[src/rtl/uart_msg_pkg.sv]
// Shared types, constants and the byte-format function for the miner response framer.
// Message layouts live here so the top only tracks type and byte index.
package uart_msg_pkg;

   typedef enum logic [2:0] {
      MSG_PONG,
      MSG_ACK,
      MSG_INFO,
      MSG_INVALID,
      MSG_NONCE
   } msg_type_t;

   typedef enum logic {
      ST_IDLE,
      ST_SEND
   } state_t;

   typedef struct packed {
      logic pong;
      logic ack;
      logic invalid;
      logic info;
   } pend_t;

   localparam logic [7:0] TYPE_NONE    = 8'h00;
   localparam logic [7:0] TYPE_INVALID = 8'h01;
   localparam logic [7:0] TYPE_NONCE   = 8'h03;
   localparam logic [7:0] HDR_SHORT    = 8'h01;
   localparam logic [7:0] HDR_LONG     = 8'h08;
   localparam logic [7:0] HDR_INFO     = 8'h10;

   localparam int LEN_PONG    = 1;
   localparam int LEN_ACK     = 1;
   localparam int LEN_INFO    = 16;
   localparam int LEN_INVALID = 8;
   localparam int LEN_NONCE   = 8;

   function automatic logic [3:0] msg_last(msg_type_t t);
      int len;
      case (t)
         MSG_PONG:    len = LEN_PONG;
         MSG_ACK:     len = LEN_ACK;
         MSG_INFO:    len = LEN_INFO;
         MSG_INVALID: len = LEN_INVALID;
         default:     len = LEN_NONCE;
      endcase
      return 4'(len - 1);
   endfunction

   function automatic logic [7:0] word_byte(logic [31:0] w, logic [1:0] sel);
      logic [7:0] b;
      case (sel)
         2'd0:    b = w[31:24];
         2'd1:    b = w[23:16];
         2'd2:    b = w[15:8];
         default: b = w[7:0];
      endcase
      return b;
   endfunction

   function automatic logic [7:0] msg_byte(msg_type_t t, logic [3:0] idx,
                                           logic [31:0] info0, logic [31:0] info1,
                                           logic [31:0] nonce);
      logic [7:0] b;
      b = TYPE_NONE;
      case (t)
         MSG_PONG, MSG_ACK: b = HDR_SHORT;
         MSG_INFO: begin
            if (idx == 4'd0)            b = HDR_INFO;
            else if (idx[3:2] == 2'd1)  b = word_byte(info0, idx[1:0]);
            else if (idx[3:2] == 2'd2)  b = word_byte(info1, idx[1:0]);
         end
         MSG_INVALID: begin
            if (idx == 4'd0)       b = HDR_LONG;
            else if (idx == 4'd3)  b = TYPE_INVALID;
         end
         MSG_NONCE: begin
            if (idx == 4'd0)            b = HDR_LONG;
            else if (idx == 4'd3)       b = TYPE_NONCE;
            else if (idx[3:2] == 2'd1)  b = word_byte(nonce, idx[1:0]);
         end
         default: ;
      endcase
      return b;
   endfunction

endpackage

[src/rtl/uart_msg_tx_nonce_fifo.sv]
// Golden-nonce queue: single clock, power-of-2 depth, head visible on dout while not empty.
// A push into a full queue is accepted only when a pop frees the slot in the same cycle.
module nonce_fifo #(
   parameter int DEPTH = 4,
   parameter int WIDTH = 32
) (
   input  logic             clk,
   input  logic             rst_n,
   input  logic             push,
   input  logic             pop,
   input  logic [WIDTH-1:0] din,
   output logic [WIDTH-1:0] dout,
   output logic             full,
   output logic             empty
);

   localparam int AW = $clog2(DEPTH);

   logic [WIDTH-1:0] mem [DEPTH];
   logic [AW:0]      wr_ptr;
   logic [AW:0]      rd_ptr;
   logic             do_push;
   logic             do_pop;

   assign empty   = (wr_ptr == rd_ptr);
   assign full    = (wr_ptr[AW] != rd_ptr[AW]) && (wr_ptr[AW-1:0] == rd_ptr[AW-1:0]);
   assign do_pop  = pop && !empty;
   assign do_push = push && (!full || do_pop);
   assign dout    = mem[rd_ptr[AW-1:0]];

   // NOTE: state registers use non-blocking assignments so every flop samples pre-edge values.
   always_ff @(posedge clk or negedge rst_n) begin
      if (!rst_n) begin
         wr_ptr <= '0;
         rd_ptr <= '0;
      end else begin
         if (do_push) wr_ptr <= wr_ptr + (AW+1)'(1);
         if (do_pop)  rd_ptr <= rd_ptr + (AW+1)'(1);
      end
   end

   // NOTE: storage is not reset; emptying the pointers is enough to clear the queue.
   always_ff @(posedge clk) begin
      if (do_push) mem[wr_ptr[AW-1:0]] <= din;
   end

endmodule

[src/rtl/uart_msg_tx.sv]
// Miner response framer: latches reply requests and golden nonces, then streams one
// protocol message at a time to the UART byte serializer over a valid/ready handshake.
module uart_msg_tx
   import uart_msg_pkg::*;
#(
   parameter int          NONCE_FIFO_DEPTH = 4,
   parameter logic [31:0] INFO_WORD0       = 32'hDEADBEEF,
   parameter logic [31:0] INFO_WORD1       = 32'h13370D13
) (
   input  logic        clk,
   input  logic        rst_n,
   input  logic        ping_req,
   input  logic        ack_req,
   input  logic        info_req,
   input  logic        invalid_req,
   input  logic        nonce_valid,
   input  logic [31:0] nonce_in,
   output logic [7:0]  tx_data,
   output logic        tx_valid,
   input  logic        tx_ready,
   output logic        busy,
   output logic        nonce_ovf
);

   state_t      state_q, state_d;
   pend_t       pend_q, pend_d;
   msg_type_t   type_q, sel_type;
   logic        sel_valid;
   logic        load;
   logic        xfer;
   logic [3:0]  idx_q;
   logic [31:0] nonce_q;
   logic        ovf_q;
   logic        fifo_pop, fifo_full, fifo_empty;
   logic [31:0] fifo_dout;

   nonce_fifo #(
      .DEPTH (NONCE_FIFO_DEPTH),
      .WIDTH (32)
   ) u_fifo (
      .clk   (clk),
      .rst_n (rst_n),
      .push  (nonce_valid),
      .pop   (fifo_pop),
      .din   (nonce_in),
      .dout  (fifo_dout),
      .full  (fifo_full),
      .empty (fifo_empty)
   );

   // NOTE: every combinational output gets a default first so no path can infer a latch.
   always_comb begin
      sel_valid = 1'b1;
      sel_type  = MSG_PONG;
      if (pend_q.pong)         sel_type = MSG_PONG;
      else if (pend_q.ack)     sel_type = MSG_ACK;
      else if (pend_q.invalid) sel_type = MSG_INVALID;
      else if (pend_q.info)    sel_type = MSG_INFO;
      else if (!fifo_empty)    sel_type = MSG_NONCE;
      else                     sel_valid = 1'b0;
   end

   always_comb begin
      state_d = state_q;
      load    = 1'b0;
      xfer    = 1'b0;
      case (state_q)
         ST_IDLE: begin
            if (sel_valid) begin
               state_d = ST_SEND;
               load    = 1'b1;
            end
         end
         ST_SEND: begin
            xfer = tx_ready;
            if (tx_ready && idx_q == msg_last(type_q)) state_d = ST_IDLE;
         end
      endcase
      fifo_pop  = load && (sel_type == MSG_NONCE);
      tx_valid  = (state_q == ST_SEND);
      busy      = tx_valid;
      nonce_ovf = ovf_q;
      tx_data   = tx_valid ? msg_byte(type_q, idx_q, INFO_WORD0, INFO_WORD1, nonce_q) : 8'h00;
   end

   // A request landing in the same cycle its flag is consumed stays pending for the next message.
   always_comb begin
      pend_d = pend_q;
      if (load) begin
         case (sel_type)
            MSG_PONG:    pend_d.pong    = 1'b0;
            MSG_ACK:     pend_d.ack     = 1'b0;
            MSG_INVALID: pend_d.invalid = 1'b0;
            MSG_INFO:    pend_d.info    = 1'b0;
            default: ;
         endcase
      end
      if (ping_req)    pend_d.pong    = 1'b1;
      if (ack_req)     pend_d.ack     = 1'b1;
      if (invalid_req) pend_d.invalid = 1'b1;
      if (info_req)    pend_d.info    = 1'b1;
   end

   always_ff @(posedge clk or negedge rst_n) begin
      if (!rst_n) begin
         state_q <= ST_IDLE;
         pend_q  <= '0;
         type_q  <= MSG_PONG;
         idx_q   <= '0;
         nonce_q <= '0;
         ovf_q   <= 1'b0;
      end else begin
         state_q <= state_d;
         pend_q  <= pend_d;
         if (load) begin
            type_q <= sel_type;
            idx_q  <= '0;
            if (sel_type == MSG_NONCE) nonce_q <= fifo_dout;
         end else if (xfer) begin
            idx_q <= idx_q + 4'd1;
         end
         if (nonce_valid && fifo_full && !fifo_pop) ovf_q <= 1'b1;
      end
   end

endmodule

[config.mk]
export PLATFORM = sky130hd
export DESIGN_NAME = uart_msg_tx
export DESIGN_NICKNAME = d
export VERILOG_FILES = /design/src/rtl/uart_msg_pkg.sv /design/src/rtl/uart_msg_tx_nonce_fifo.sv /design/src/rtl/uart_msg_tx.sv
export SDC_FILE = /design/constraint.sdc
export NUM_CORES = 1
export LEC_CHECK = 0
export CAP_MARGIN = 10
export CORE_MARGIN = 2
export CORE_UTILIZATION = 50
export DETAILED_ROUTE_END_ITERATION = 8
export PLACE_DENSITY = 0.78
export RECOVER_POWER = 25
export SLEW_MARGIN = 20
export SYNTH_ARGS = -nofsm -noshare
export SYNTH_HDL_FRONTEND = slang
export SYNTH_SLANG_ARGS = --single-unit
[constraint.sdc]
create_clock -name clk -period 2.9 [get_ports clk]
set_input_delay 0.29 -clock clk [delete_from_list [all_inputs] [get_ports clk]]
set_output_delay 0.29 -clock clk [all_outputs]
set_load 0.02 [all_outputs]
After elaboration in Yosys (flattened, before gate mapping) --
Memory sizes are Yosys's and may differ from the RTL's. A register that Yosys moved wholly into a read port is not among the register bits. Index checks and enable logic that the tools add are counted.
Cells by class: add/sub/neg operators 4, eq/ne operators 17, mux-type cells 43, bitwise logic cells 1, reductions and logical operators 31
Operators by type and width (count):
- 8-bit two-way mux | 6
- 8-bit case mux with 4 select lines | 1
- 8-bit case mux with 3 select lines | 1
- 7-bit case mux with 3 select lines | 1
- 1-bit two-way mux | 20
- 4-bit two-way mux | 5
- 2-bit nonzero test | 9
- 3-bit two-way mux | 5
- 3-bit by 2-bit equality test with 1-bit output (second input constant) | 4
- 6-bit case mux with 2 select lines | 1
- 2-bit AND reduction | 5
- 4-bit case mux with 2 select lines | 1
- 1-bit logical AND | 7
- 3-bit by 1-bit adder with 3-bit output (second input constant) | 2
- 3-bit by 1-bit equality test with 1-bit output (second input constant) | 2
- 3-bit equality test (second input constant) | 2
- 3-bit logical NOT | 2
- 6-bit two-way mux | 1
- 4-bit by 1-bit adder with 4-bit output (second input constant) | 1
- 2-bit by 1-bit equality test with 1-bit output (second input constant) | 2
- 2-bit equality test (second input constant) | 2
- 4-bit by 2-bit equality test with 1-bit output (second input constant) | 1
- 4-bit equality test | 1
- 1-bit logical NOT | 4
- 10 further kinds | 10
Storage, ports and cells: flip-flop bits (word level) 19, memory bits (writable) 128, input bits 40, word-level logic and storage cells 107, memories kept 1
Memory list:
- u_fifo.mem | words 4, width 32, rd ports 1, clocked after memory_dff 1, write ports 1, RTL line uart_msg_tx_nonce_fifo.sv:19 | logic [WIDTH-1:0] mem [DEPTH];

Depth between registers and ports, before layout --
Gate-level depths: netlist of the first run.
depth in word-level cells 14, mapped depth 7, depth with buffers taken out 6

Modules after synthesis --
Synthesis of the first run repeated with hierarchy kept, for this count alone.
Unflattened totals: cells, all modules 435, area total of the unflattened synthesis 7480.9 um^2
By module, submodules not included:
- nonce_fifo | times used 1, cells each 215, area an instance 5069.9 um^2, sequential area each 3993.8 um^2
- uart_msg_tx | times used 1, cells each 220, area an instance 2411.1 um^2, sequential area each 1126.1 um^2

Worst setup path after synthesis of the first run --
OpenSTA, ideal clock, no wires.
path kind flip-flop to flip-flop, from register pend_q[2] (netlist bit), to memory u_fifo.mem[3][0] (enable), library setup time 394 ps, arrival 2224 ps, path slack 283 ps, cell stages (with the launch flop) 4, period minus slack after synthesis 2617 ps, cells stage by stage dfrtp_1 or4_4 o2111ai_1 and3_1
On the way: word-level cells in the longest chain between the ends 10, elaborated cells between the ends (all ways) 13, those cells by class eq/ne: 1; mux: 8; reduce/logical: 4
RTL lines:
- start, declared | RTL line uart_msg_tx.sv:26 | pend_t pend_q, pend_d;
- start signal, assigned | RTL line uart_msg_tx.sv:114 | pend_q <= pend_d;
- 1-bit two-way mux | RTL line uart_msg_tx.sv:56 | else if (pend_q.ack) sel_type = MSG_ACK;
- 1-bit two-way mux | RTL line uart_msg_tx.sv:55 | if (pend_q.pong) sel_type = MSG_PONG;
- 1-bit two-way mux | RTL line uart_msg_tx.sv:69 | if (sel_valid) begin
- 1-bit two-way mux | RTL line uart_msg_tx.sv:67 | case (state_q)
- 1-bit logical AND (*) | RTL line uart_msg_tx.sv:79 | fifo_pop = load && (sel_type == MSG_NONCE);
- 1-bit logical AND (*) | RTL line uart_msg_tx_nonce_fifo.sv:27 | assign do_pop = pop && !empty;
- 1-bit logical OR (*) | RTL line uart_msg_tx_nonce_fifo.sv:28 | assign do_push = push && (!full || do_pop);
- 1-bit logical AND (*) | RTL line uart_msg_tx_nonce_fifo.sv:28
- 1-bit two-way mux (*) | RTL line uart_msg_tx_nonce_fifo.sv:44 | if (do_push) mem[wr_ptr[AW-1:0]] <= din;
- 1-bit two-way mux (not written as such) (*) | RTL line uart_msg_tx_nonce_fifo.sv:44
- end, declared | RTL line uart_msg_tx_nonce_fifo.sv:19
Every way passes the cells marked *; elsewhere a longest branch is shown, timed or not.

Final worst setup path of the first run --
from register idx_q[0], to output port tx_data[3]
On the way: word-level cells in the longest chain between the ends 7, elaborated cells between the ends (all ways) 16, those cells by class eq/ne: 3; mux: 11; reduce/logical: 2
RTL lines:
- start, declared | RTL line uart_msg_tx.sv:31 | logic [3:0] idx_q;
- start signal, assigned | RTL line uart_msg_tx.sv:120 | idx_q <= idx_q + 4'd1;
- 2-bit equality test, or another cell as far along | RTL line uart_msg_pkg.sv:52 | case (sel)
- 8-bit case mux with 3 select lines / 6-bit case mux with 2 select lines (equally long branches) | RTL line uart_msg_pkg.sv:52
- 8-bit two-way mux / 6-bit two-way mux (equally long branches) | RTL line uart_msg_pkg.sv:80, uart_msg_pkg.sv:71
- 8-bit two-way mux, on equally long branches | RTL line uart_msg_pkg.sv:79, uart_msg_pkg.sv:70
- 8-bit two-way mux, on equally long branches | RTL line uart_msg_pkg.sv:78, uart_msg_pkg.sv:69
- 8-bit case mux with 4 select lines (*) | RTL line uart_msg_pkg.sv:66 | case (t)
- 8-bit two-way mux (*) | RTL line uart_msg_tx.sv:83 | tx_data = tx_valid ? msg_byte(type_q, idx_q, INFO_WORD0, INFO_WORD1, nonce_q) : 8'h00;
- end, declared | RTL line uart_msg_tx.sv:18 | output logic [7:0] tx_data,
Marked as above.

==> results of run 1 <==
## power by group through the flow
stage | logic [mW] | clock network [mW] | registers (mW)
after floorplan | 0.800 | 0 | 3.37
final | 1.29 | 2.12 | 3.40
after global routing | 1.42 | 2.26 | 3.44
after CTS | 1.26 | 2.17 | 3.40
after global placement | 1.23 | 0 | 3.41
after detailed placement | 1.25 | 0 | 3.44
## worst paths after layout
| check | cells after the start | to | slack, ps |
|---|---|---|---|
| max in group asynchronous | 3 | nonce_q[4] | 1670 |
| worst max register to register | 4 | u_fifo.mem[3][2] | 540 |
| worst min register to register | 1 | nonce_ovf | 470 |
| worst min-delay path | 2 | pend_q[2] | 430 |
| min in group asynchronous | 2 | type_q[0] | 520 |
| worst max-delay path | 7 | tx_data[3] | 170 |
## timing repair
item	in CTS	in global routing
setup endpoints to repair	8	3
buffers inserted	0	4
resized for setup	12	4
hold buffers	1	0
endpoints found under the hold margin	6	0
pin swaps	0	2
## cells in the mapped netlist (all sizes together) (5+ instances only)
cell type,number
xnor2,6
nand3,6
mux4,32
mux2,33
nor2,12
ha,12
inv,6
nand2,13
clkbuf,17
a222oi,8
o21ai,11
buf,7
a21oi,12
o22ai,5
nand2b,5
dfrtp,51
edfxtp,128
## routing by layer
| layer | track usage [%] | share of wire, % |
|---|---|---|
| met2 | 29.2 | 50 |
| met1 | 25.4 | 44 |
| met5 | 0 | 0 |
| met3 | 4.21 | 4.4 |
| met4 | 7.58 | 2.0 |
## logic make-up (layout without fill, tap and decap cells)
family / count (synthesis) / after routing / synth area share (%)
muxes: 67 / 67 / 15.3
AOI/OAI and AO/OA: 57 / 57 / 5.58
xor gates and xnor gates: 10 / 10 / 1.18
buffers and inverters: 30 / 107 / 2.52
DFF: 179 / 179 / 69.2
adders and majority gates: 12 / 12 / 2.03
and+or+nand+nor: 58 / 58 / 4.18
## final cells by class
class                   instances  area (um2)  share of cell area [%]
clock inverters                12         109                    1.25
repair buffers                 69         686                    7.86
multi-input cells             204        2110                    24.2
clock buffers                  20         447                    5.12
well taps                     184         230                    2.64
flip-flops and latches        179        5120                    58.7
inverters                       6        22.5                   0.258
## state kept, by name, summed over array words and instances, names as in the netlist, 3 cells and up
register,count
idx_q,4
nonce_q,32
pend_q,4
type_q,3
u_fifo.mem,128
u_fifo.rd_ptr,3
u_fifo.wr_ptr,3
## stage by stage
step / utilization, % / hold slack [ps] / cell area [um2]
after global routing: 60.3 / 445 / 8730
after global placement: 56.1 / 437 / 8120
final: 60.3 / 435 / 8730
after floorplan: - / -5.59 / 7400
after CTS: 60.0 / 420 / 8690
after detailed placement: 56.1 / 451 / 8120
## worst max-delay path, stage by stage, from the launching register on
cell and delay (ps):
sky130_fd_sc_hd__dfrtp_2 440, sky130_fd_sc_hd__buf_4 150, sky130_fd_sc_hd__ha_2 260, sky130_fd_sc_hd__a222oi_1 450, sky130_fd_sc_hd__mux2i_1 120, sky130_fd_sc_hd__a21oi_1 170
sky130_fd_sc_hd__o32ai_1 100, sky130_fd_sc_hd__dlygate4sd2_1 330
==> impl_metrics.csv, run 1 <==
group,metric,value,unit
run_status,status,"complete, no violations",
yosys,postSynth.topFlopCell,"sky130_fd_sc_hd__edfxtp_1",
route,wl_per_cell,20.0,um
place,placement.io_buffers,50,
timing,skew,5.92,ps
yosys,async_set_or_reset_flop_fraction_in_the_synthesized_netlist,28.5,%
power_and_ir_drop,power_density,780,mW/mm2
route,drt_iter0_markers,367,
floorplanning,rows,44,
worst_setup_path,worst-path-max-fanout,10,
yosys,synth_enable_flop_cells,128,
yosys,synth_sequential_area_ratio,69.2,%
timing,maxClockFrequency,366,MHz
yosys,synthDominantAreaCellType,"sky130_fd_sc_hd__edfxtp_1",
worst_setup_path,type_of_the_worst_setup_path,"reg2out",
clocking,clock_path_buffers,2,
timing,fin_tns_setup,0,ps
global_route,grt.total_usage,18.5,%
cells_and_area,post_layout_nonfiller_instances,674,
yosys,synth.net_count,465,
route,drtPass1Iterations,5,
yosys,synth.yosys.warnings,0,
route,vias,3916,
worst_setup_path,crit_path_end_kind,"output port",
power_and_ir_drop,seq_power_share,49.9,%
power_and_ir_drop,power_switching_share,27.5,%
yosys,post_synth_num_cell_types,53,
worst_setup_path,start_kind,"flip-flop",
worst_setup_path,cp-startpoint,"idx_q[0]",
cells_and_area,number_of_nets_at_the_end_of_the_flow,529,
clocking,later_pin_clock_latency_in_the_skew_report,420,ps
cells_and_area,layout_common_cells,"128 x sky130_fd_sc_hd__edfxtp_1, 47 x sky130_fd_sc_hd__dfrtp_1, 33 x sky130_fd_sc_hd__mux2_2",
floorplanning,fp.dieH,126,um
cells_and_area,syn2layout_area_growth,17.9,%
yosys,mappedNetlistArea,0.00740,mm2
clocking,clock_tree_from_tritoncts,"done",
timing,timing.slew.headroom,42.2,%
worst_setup_path,worstPathRequired,2610,ps
cells_and_area,most_common_cell_after_layout_fill_and_taps_aside,"sky130_fd_sc_hd__edfxtp_1",
power_and_ir_drop,net-switching-power,1.87,mW
global_route,first_pass_grt_wire_length,22200,um
cells_and_area,n_antenna_cell,0,
route,route.antenna.remaining_nets,0,
yosys,yosys-top-cells-area,"sky130_fd_sc_hd__edfxtp_1 52%, sky130_fd_sc_hd__dfrtp_1 17%, sky130_fd_sc_hd__mux4_2 7.9%",
worst_setup_path,reg2reg_from,"pend_q[3]",
global_route,gr-total-overflow,0,
place,place_inst,637,
power_and_ir_drop,leakage,3.18,nW
clocking,numClockSinks,179,
clocking,root_buffer,"sky130_fd_sc_hd__clkbuf_16",
worst_hold_path,hold_path.startpoint,"ack_req",
place,post_placement_worst_setup_slack,238,ps
cells_and_area,drive_gt1_share,24.7,%
timing,count_of_final_hold_check_violations,0,
timing,timing.final.crit_period,2730,ps
floorplanning,initial_core_util,51.1,%
yosys,syn_inst,413,
clocking,cts-htree-levels,4,
worst_setup_path,worst-endpoint-arrival,2440,ps
global_route,antenna_found_initial,0,
timing,finalMaxSlewViolations,0,
place,finalWeightedCongestion,0.845,
floorplanning,die_width,126,um
global_route,grt_start_max_net_pins,41,
power_and_ir_drop,power.share.combinational,19.0,%
route,post_drt_via_cell_ratio,5.81,
global_route,first_global_vias,4060,
yosys,syn_area_per_cell,17.9,um2
worst_hold_path,worst_hold_path_type,"in2reg",
floorplanning,io-pin-count,51,
power_and_ir_drop,vdd_ir_drop_max,0.000520,V
yosys,synth_top_area_share,51.9,%
power_and_ir_drop,post-layout-total-power,6.81,mW
route,route.detailed.drc,0,
run,maxCapViolCount,0,
timing,setup-violations-final,0,
floorplanning,die-area,0.0158,mm2
power_and_ir_drop,internal_portion_of_total_power,4.93,mW
timing,tightest_slew,867,ps
cells_and_area,num-fill-cells,1062,
clocking,cts-buffers-inserted,17,
timing,fin_ws,166,ps
timing,timing.final.crit_share,94.3,%
floorplanning,core_area,0.0145,mm2
place,hpwl,8380,um
power_and_ir_drop,clkPwrFrac,31.1,%
route,wl,13500,um
clocking,clkTransAtPathRegs,60,ps
timing,grt_setup_unrepaired,"no",
yosys,ys_seq_elements,179,
Note: power is estimated with default switching activity, not from simulation.
==> run 2: changes to the inputs <==
Settings changed: CTS_BUF_LIST from default to sky130_fd_sc_hd__clkbuf_8, GPL_ROUTABILITY_DRIVEN from default to 0.
==> impl_metrics.csv, run 2 (synthesis results as in run 1) <==
group,metric,value,unit
worst_setup_path,start_kind,"flip-flop",
clocking,clock_path_buffers,2,
floorplanning,io-pin-count,51,
place,hpwl,8340,um
worst_setup_path,worstPathRequired,2610,ps
worst_setup_path,worst-path-max-fanout,10,
route,route.antenna.remaining_nets,0,
clocking,clock_tree_from_tritoncts,"done",
global_route,grt.total_usage,17.7,%
clocking,cts-htree-levels,4,
route,vias,3824,
cells_and_area,drive_gt1_share,24.0,%
cells_and_area,syn2layout_area_growth,15.0,%
floorplanning,die-area,0.0158,mm2
run,maxCapViolCount,0,
timing,fin_tns_setup,0,ps
route,drtPass1Iterations,5,
floorplanning,rows,44,
floorplanning,fp.dieH,126,um
global_route,groute.layer.met2.usage,29.4,%
floorplanning,initial_core_util,51.1,%
timing,count_of_final_hold_check_violations,0,
route,post_drt_via_cell_ratio,5.70,
cells_and_area,sequential_cell_area,0.00512,mm2
global_route,grtUsageMet1,23.4,%
power_and_ir_drop,power_density,730,mW/mm2
power_and_ir_drop,leakage,3.11,nW
timing,finalMaxSlewViolations,0,
clocking,later_pin_clock_latency_in_the_skew_report,460,ps
route,wl_per_cell,19.5,um
clocking,clkTransAtPathRegs,90,ps
timing,timing.slew.headroom,57.4,%
global_route,first_global_vias,3889,
cells_and_area,most_common_cell_after_layout_fill_and_taps_aside,"sky130_fd_sc_hd__edfxtp_1",
global_route,antenna_found_initial,0,
timing,tightest_slew,639,ps
clocking,root_buffer,"sky130_fd_sc_hd__clkbuf_8",
global_route,grt_start_max_net_pins,36,
cells_and_area,layout_common_cells,"128 x sky130_fd_sc_hd__edfxtp_1, 48 x sky130_fd_sc_hd__dfrtp_1, 33 x sky130_fd_sc_hd__mux2_2",
timing,skew,12.5,ps
route,drt_iter0_markers,264,
place,placement.io_buffers,50,
worst_setup_path,type_of_the_worst_setup_path,"reg2out",
cells_and_area,num-fill-cells,1079,
cells_and_area,multiInputGateArea,0.00211,mm2
cells_and_area,largest_register_ffs,128,
route,route.detailed.drc,0,
worst_setup_path,timing.critical_path.cells,"inv_1 -> ha_1 -> buf_4 -> a222oi_1 -> mux2i_1 -> a21oi_1 -> o32ai_1 -> dlygate4sd2_1",
worst_hold_path,worst_hold_path_type,"in2async",
route,wl,13100,um
cells_and_area,post_layout_nonfiller_instances,671,
cells_and_area,n_antenna_cell,0,
cells_and_area,final_cell_area,0.00851,mm2
place,detailed_place.area,0.00810,mm2
global_route,busiest_layer,"met2",
cells_and_area,number_of_nets_at_the_end_of_the_flow,526,
worst_setup_path,slowest_library_cell_on_the_worst_path,"sky130_fd_sc_hd__dfrtp_2",
power_and_ir_drop,vdd_ir_drop_max,0.000352,V
global_route,gr-total-overflow,0,
power_and_ir_drop,post-layout-total-power,6.22,mW
timing,maxClockFrequency,363,MHz
timing,timing.final.crit_period,2750,ps
worst_setup_path,crit_path_end_kind,"output port",
run_status,status,"complete, no violations",
global_route,first_pass_grt_wire_length,21200,um
worst_setup_path,crit_path_max_incr_delay,400,ps
worst_setup_path,worst-endpoint-arrival,2460,ps
clocking,cts-buffers-inserted,17,
floorplanning,die_width,126,um
timing,setup-violations-final,0,
global_route,global_route.usage.met3,4.42,%
cells_and_area,final_util,58.8,%
timing,timing.final.crit_share,94.9,%
clocking,numClockSinks,179,
timing,grt_setup_unrepaired,"no",
place,place_inst,635,
floorplanning,core_area,0.0145,mm2
[run 2: area by class of cell]
class / instances / area share [%]
flip-flops and latches: 179 / 60.2
multi-input cells: 204 / 24.8
repair buffers: 66 / 7.77
clock buffers: 17 / 2.75
well taps: 184 / 2.70
clock inverters: 15 / 1.56
inverters: 6 / 0.265
[run 2: worst paths after layout]
| check | slack [ps] | cells past startpoint | end | start |
|---|---|---|---|---|
| min in group clk | 400 | 2 | pend_q[2] | ack_req |
| setup / recovery | 150 | 8 | tx_data[3] | idx_q[0] |
| max in group asynchronous | 1780 | 3 | nonce_q[4] | rst_n |
| hold reg to reg | 480 | 1 | nonce_ovf | nonce_ovf |
| setup reg to reg | 540 | 4 | u_fifo.mem[3][5] | pend_q[3] |
| hold / removal | 350 | 2 | nonce_ovf | rst_n |
[run 2: stage by stage]
| step | hold slack, ps | setup slack [ps] |
|---|---|---|
| 3_5_place_dp | 312 | 178 |
| 4_1_cts | 344 | 2.25 |
| 3_3_place_gp | 304 | 339 |
| 6_report | 351 | 148 |
| 5_1_grt | 396 | 11.5 |
| 2_1_floorplan | -5.59 | 283 |
[run 2: power breakdown]
part           internal [mW]  switching [mW]  total, mW  leakage [nW]
clock                  0.690           0.891       1.58         0.194
sequential              3.20           0.182       3.38          1.84
combinational          0.501           0.753       1.25          1.07
total                   4.39            1.83       6.22          3.11
[run 2: worst max-delay path: cells and delay by family, from the launching register on]
kind / cells / cell delay (ps)
AOI/OAI and AO/OA: 3 / 630
adders and majority gates: 1 / 230
buffers and inverters: 3 / 620
DFF: 1 / 400
muxes: 1 / 130
[run 2: metal layers]
metal / vias up / part of all wire [%]
met5: - / 0
met4: 0 / 0.82
met3: 9 / 4.5
met2: 82 / 50
met1: 1966 / 45
li1: 1767 / -
[run 2: what timing repair did]
item | CTS | global route
endpoints found under the setup margin | 8 | 5
endpoints found under the hold margin | 24 | 0
buffers inserted | 0 | 3
gates resized for setup | 12 | 2
hold buffers | 1 | 0
pin swaps | 3 | 1
==> run 3: changes to the inputs <==
Settings changed: CORE_ASPECT_RATIO from default to 1.4.
==> impl_metrics.csv, run 3 (synthesis results as in run 1) <==
group,metric,value,unit
run_status,status,"complete, no violations",
power_and_ir_drop,power.share.combinational,18.9,%
cells_and_area,most_common_cell_after_layout_fill_and_taps_aside,"sky130_fd_sc_hd__edfxtp_1",
clocking,clock_tree_from_tritoncts,"done",
place,placement.io_buffers,50,
worst_setup_path,crit_path_max_incr_delay,440,ps
cells_and_area,layout_common_cells,"128 x sky130_fd_sc_hd__edfxtp_1, 47 x sky130_fd_sc_hd__dfrtp_1, 33 x sky130_fd_sc_hd__mux2_2",
global_route,gr-total-overflow,0,
run,maxCapViolCount,0,
floorplanning,die_width,107,um
worst_setup_path,worstRegToRegCells,4,
power_and_ir_drop,power_density,741,mW/mm2
route,route.antenna.remaining_nets,0,
clocking,cts-buffers-inserted,17,
worst_setup_path,cp-startpoint,"idx_q[0]",
route,vias,3906,
worst_setup_path,stages_on_the_worst_setup_path,8,
worst_setup_path,slowest_library_cell_on_the_worst_path,"sky130_fd_sc_hd__dfrtp_2",
worst_setup_path,r2r_end,"u_fifo.mem[3][30]",
cells_and_area,final_util,59.3,%
power_and_ir_drop,leakage,3.14,nW
worst_setup_path,worst-endpoint-arrival,2470,ps
floorplanning,rows,52,
worst_setup_path,worst-path-max-fanout,10,
worst_setup_path,endpoint,"tx_data[6]",
floorplanning,initial_core_util,51.2,%
timing,timing.final.crit_share,95.2,%
global_route,first_global_vias,4205,
global_route,grt_start_max_net_pins,36,
clocking,post_cts_buffers,0,
worst_setup_path,start_kind,"flip-flop",
floorplanning,core_area,0.0144,mm2
route,route.detailed.drc,0,
clocking,root_buffer,"sky130_fd_sc_hd__clkbuf_8",
power_and_ir_drop,internal_portion_of_total_power,4.49,mW
place,post_placement_worst_setup_slack,245,ps
clocking,clkTransAtPathRegs,100,ps
floorplanning,die-area,0.0158,mm2
place,detailed_place.area,0.00811,mm2
timing,fin_ws,139,ps
place,hpwl,8390,um
worst_setup_path,worstPathRequired,2610,ps
power_and_ir_drop,post-layout-total-power,6.35,mW
cells_and_area,drive_gt1_share,24.1,%
worst_hold_path,worst_hold_path_type,"in2async",
floorplanning,fp.dieH,148,um
timing,skew,11.7,ps
route,wl_per_cell,19.5,um
timing,count_of_final_hold_check_violations,0,
worst_setup_path,reg2reg_setup_slack,390,ps
global_route,grt.total_usage,18.2,%
global_route,first_pass_grt_wire_length,21600,um
route,wl,13100,um
route,drt_iter0_markers,214,
power_and_ir_drop,net-switching-power,1.86,mW
timing,timing.final.crit_period,2760,ps
clocking,cts-htree-levels,4,
clocking,numClockSinks,179,
worst_setup_path,path_buf_inv,3,
cells_and_area,n_antenna_cell,0,
cells_and_area,syn2layout_area_growth,15.8,%
timing,tightest_slew,687,ps
power_and_ir_drop,seq_power_share,53.8,%
timing,setup-violations-final,0,
power_and_ir_drop,power_switching_share,29.3,%
cells_and_area,final_cell_area,0.00857,mm2
worst_setup_path,type_of_the_worst_setup_path,"reg2out",
clocking,clock_path_buffers,2,
timing,maxClockFrequency,362,MHz
route,post_drt_via_cell_ratio,5.80,
cells_and_area,largest_register_ffs,128,
global_route,antenna_found_initial,0,
floorplanning,io-pin-count,51,
worst_setup_path,timing.critical_path.cells,"inv_1 -> ha_1 -> buf_4 -> a222oi_1 -> nor2_1 -> a21oi_1 -> o32ai_1 -> dlygate4sd2_1",
timing,finalMaxSlewViolations,0,
worst_setup_path,cell_class_contributing_the_biggest_share_of_worst_path_delay,"buffers and inverters",
timing,timing.slew.headroom,54.2,%
route,drtPass1Iterations,8,
power_and_ir_drop,clkPwrFrac,27.3,%
power_and_ir_drop,vdd_ir_drop_max,0.000334,V
worst_setup_path,crit_path_end_kind,"output port",
timing,grt_setup_unrepaired,"yes",
timing,fin_tns_setup,0,ps
worst_setup_path,reg2reg_from,"pend_q[3]",
clocking,later_pin_clock_latency_in_the_skew_report,450,ps
cells_and_area,number_of_nets_at_the_end_of_the_flow,524,
-- run 3: cell count changes in the layout (fill, tap and decap cells not counted), sizes merged --
cell	change
bufinv	+1
buf	-2
dlygate4sd2	-2
inv	-3
clkinv	+2
dlymetal6s2s	+2
-- run 3: worst min-delay path by stage --
stage,from,endpoint,slack (ps),depth (start not counted)
floorplan,rst_n,busy,-6,0
global placement,rst_n,pend_q[1],360,1
detailed placement,rst_n,pend_q[2],370,1
CTS,ack_req,pend_q[2],390,2
global route,invalid_req,pend_q[1],390,2
finish,rst_n,pend_q[2],410,2
-- run 3: repair_timing --
item / CTS / global route
hold endpoints to repair: 28 / 0
setup endpoints to repair: 8 / 3
gates resized for setup: 11 / 6
hold buffers: 1 / 0
-- run 3: per-layer routing --
| layer | track usage (%) | vias up | wire [um] |
|---|---|---|---|
| met3 | 4.45 | 23 | 504 |
| met1 | 21.1 | 2009 | 5110 |
| met5 | 0 | - | 0 |
| met2 | 32.3 | 100 | 7210 |
| li1 | - | 1774 | - |
| met4 | 7.60 | 0 | 314 |
-- run 3: metrics by stage --
step                cells  hold WS, ps
floorplan             413        -5.59
global placement      641          364
detailed placement    641          366
CTS                   674          390
global route          674          392
finish                674          405
-- run 3: cell type report --
cell class / count / area [um2]
sequential: 179 / 5120
tap: 189 / 236
fill: 1079 / 5880
timing repair buffer: 64 / 642
inverter: 6 / 22.5
multi-input combinational: 204 / 2120
clock inverter: 15 / 193
clock buffer: 17 / 234
-- run 3: power by group through the flow --
stage / Clock (mW) / Combinational [mW] / Sequential (mW)
floorplan: 0 / 0.800 / 3.37
global placement: 0 / 1.18 / 3.43
detailed placement: 0 / 1.20 / 3.46
CTS: 1.77 / 1.21 / 3.41
global route: 1.87 / 1.32 / 3.46
finish: 1.73 / 1.20 / 3.41
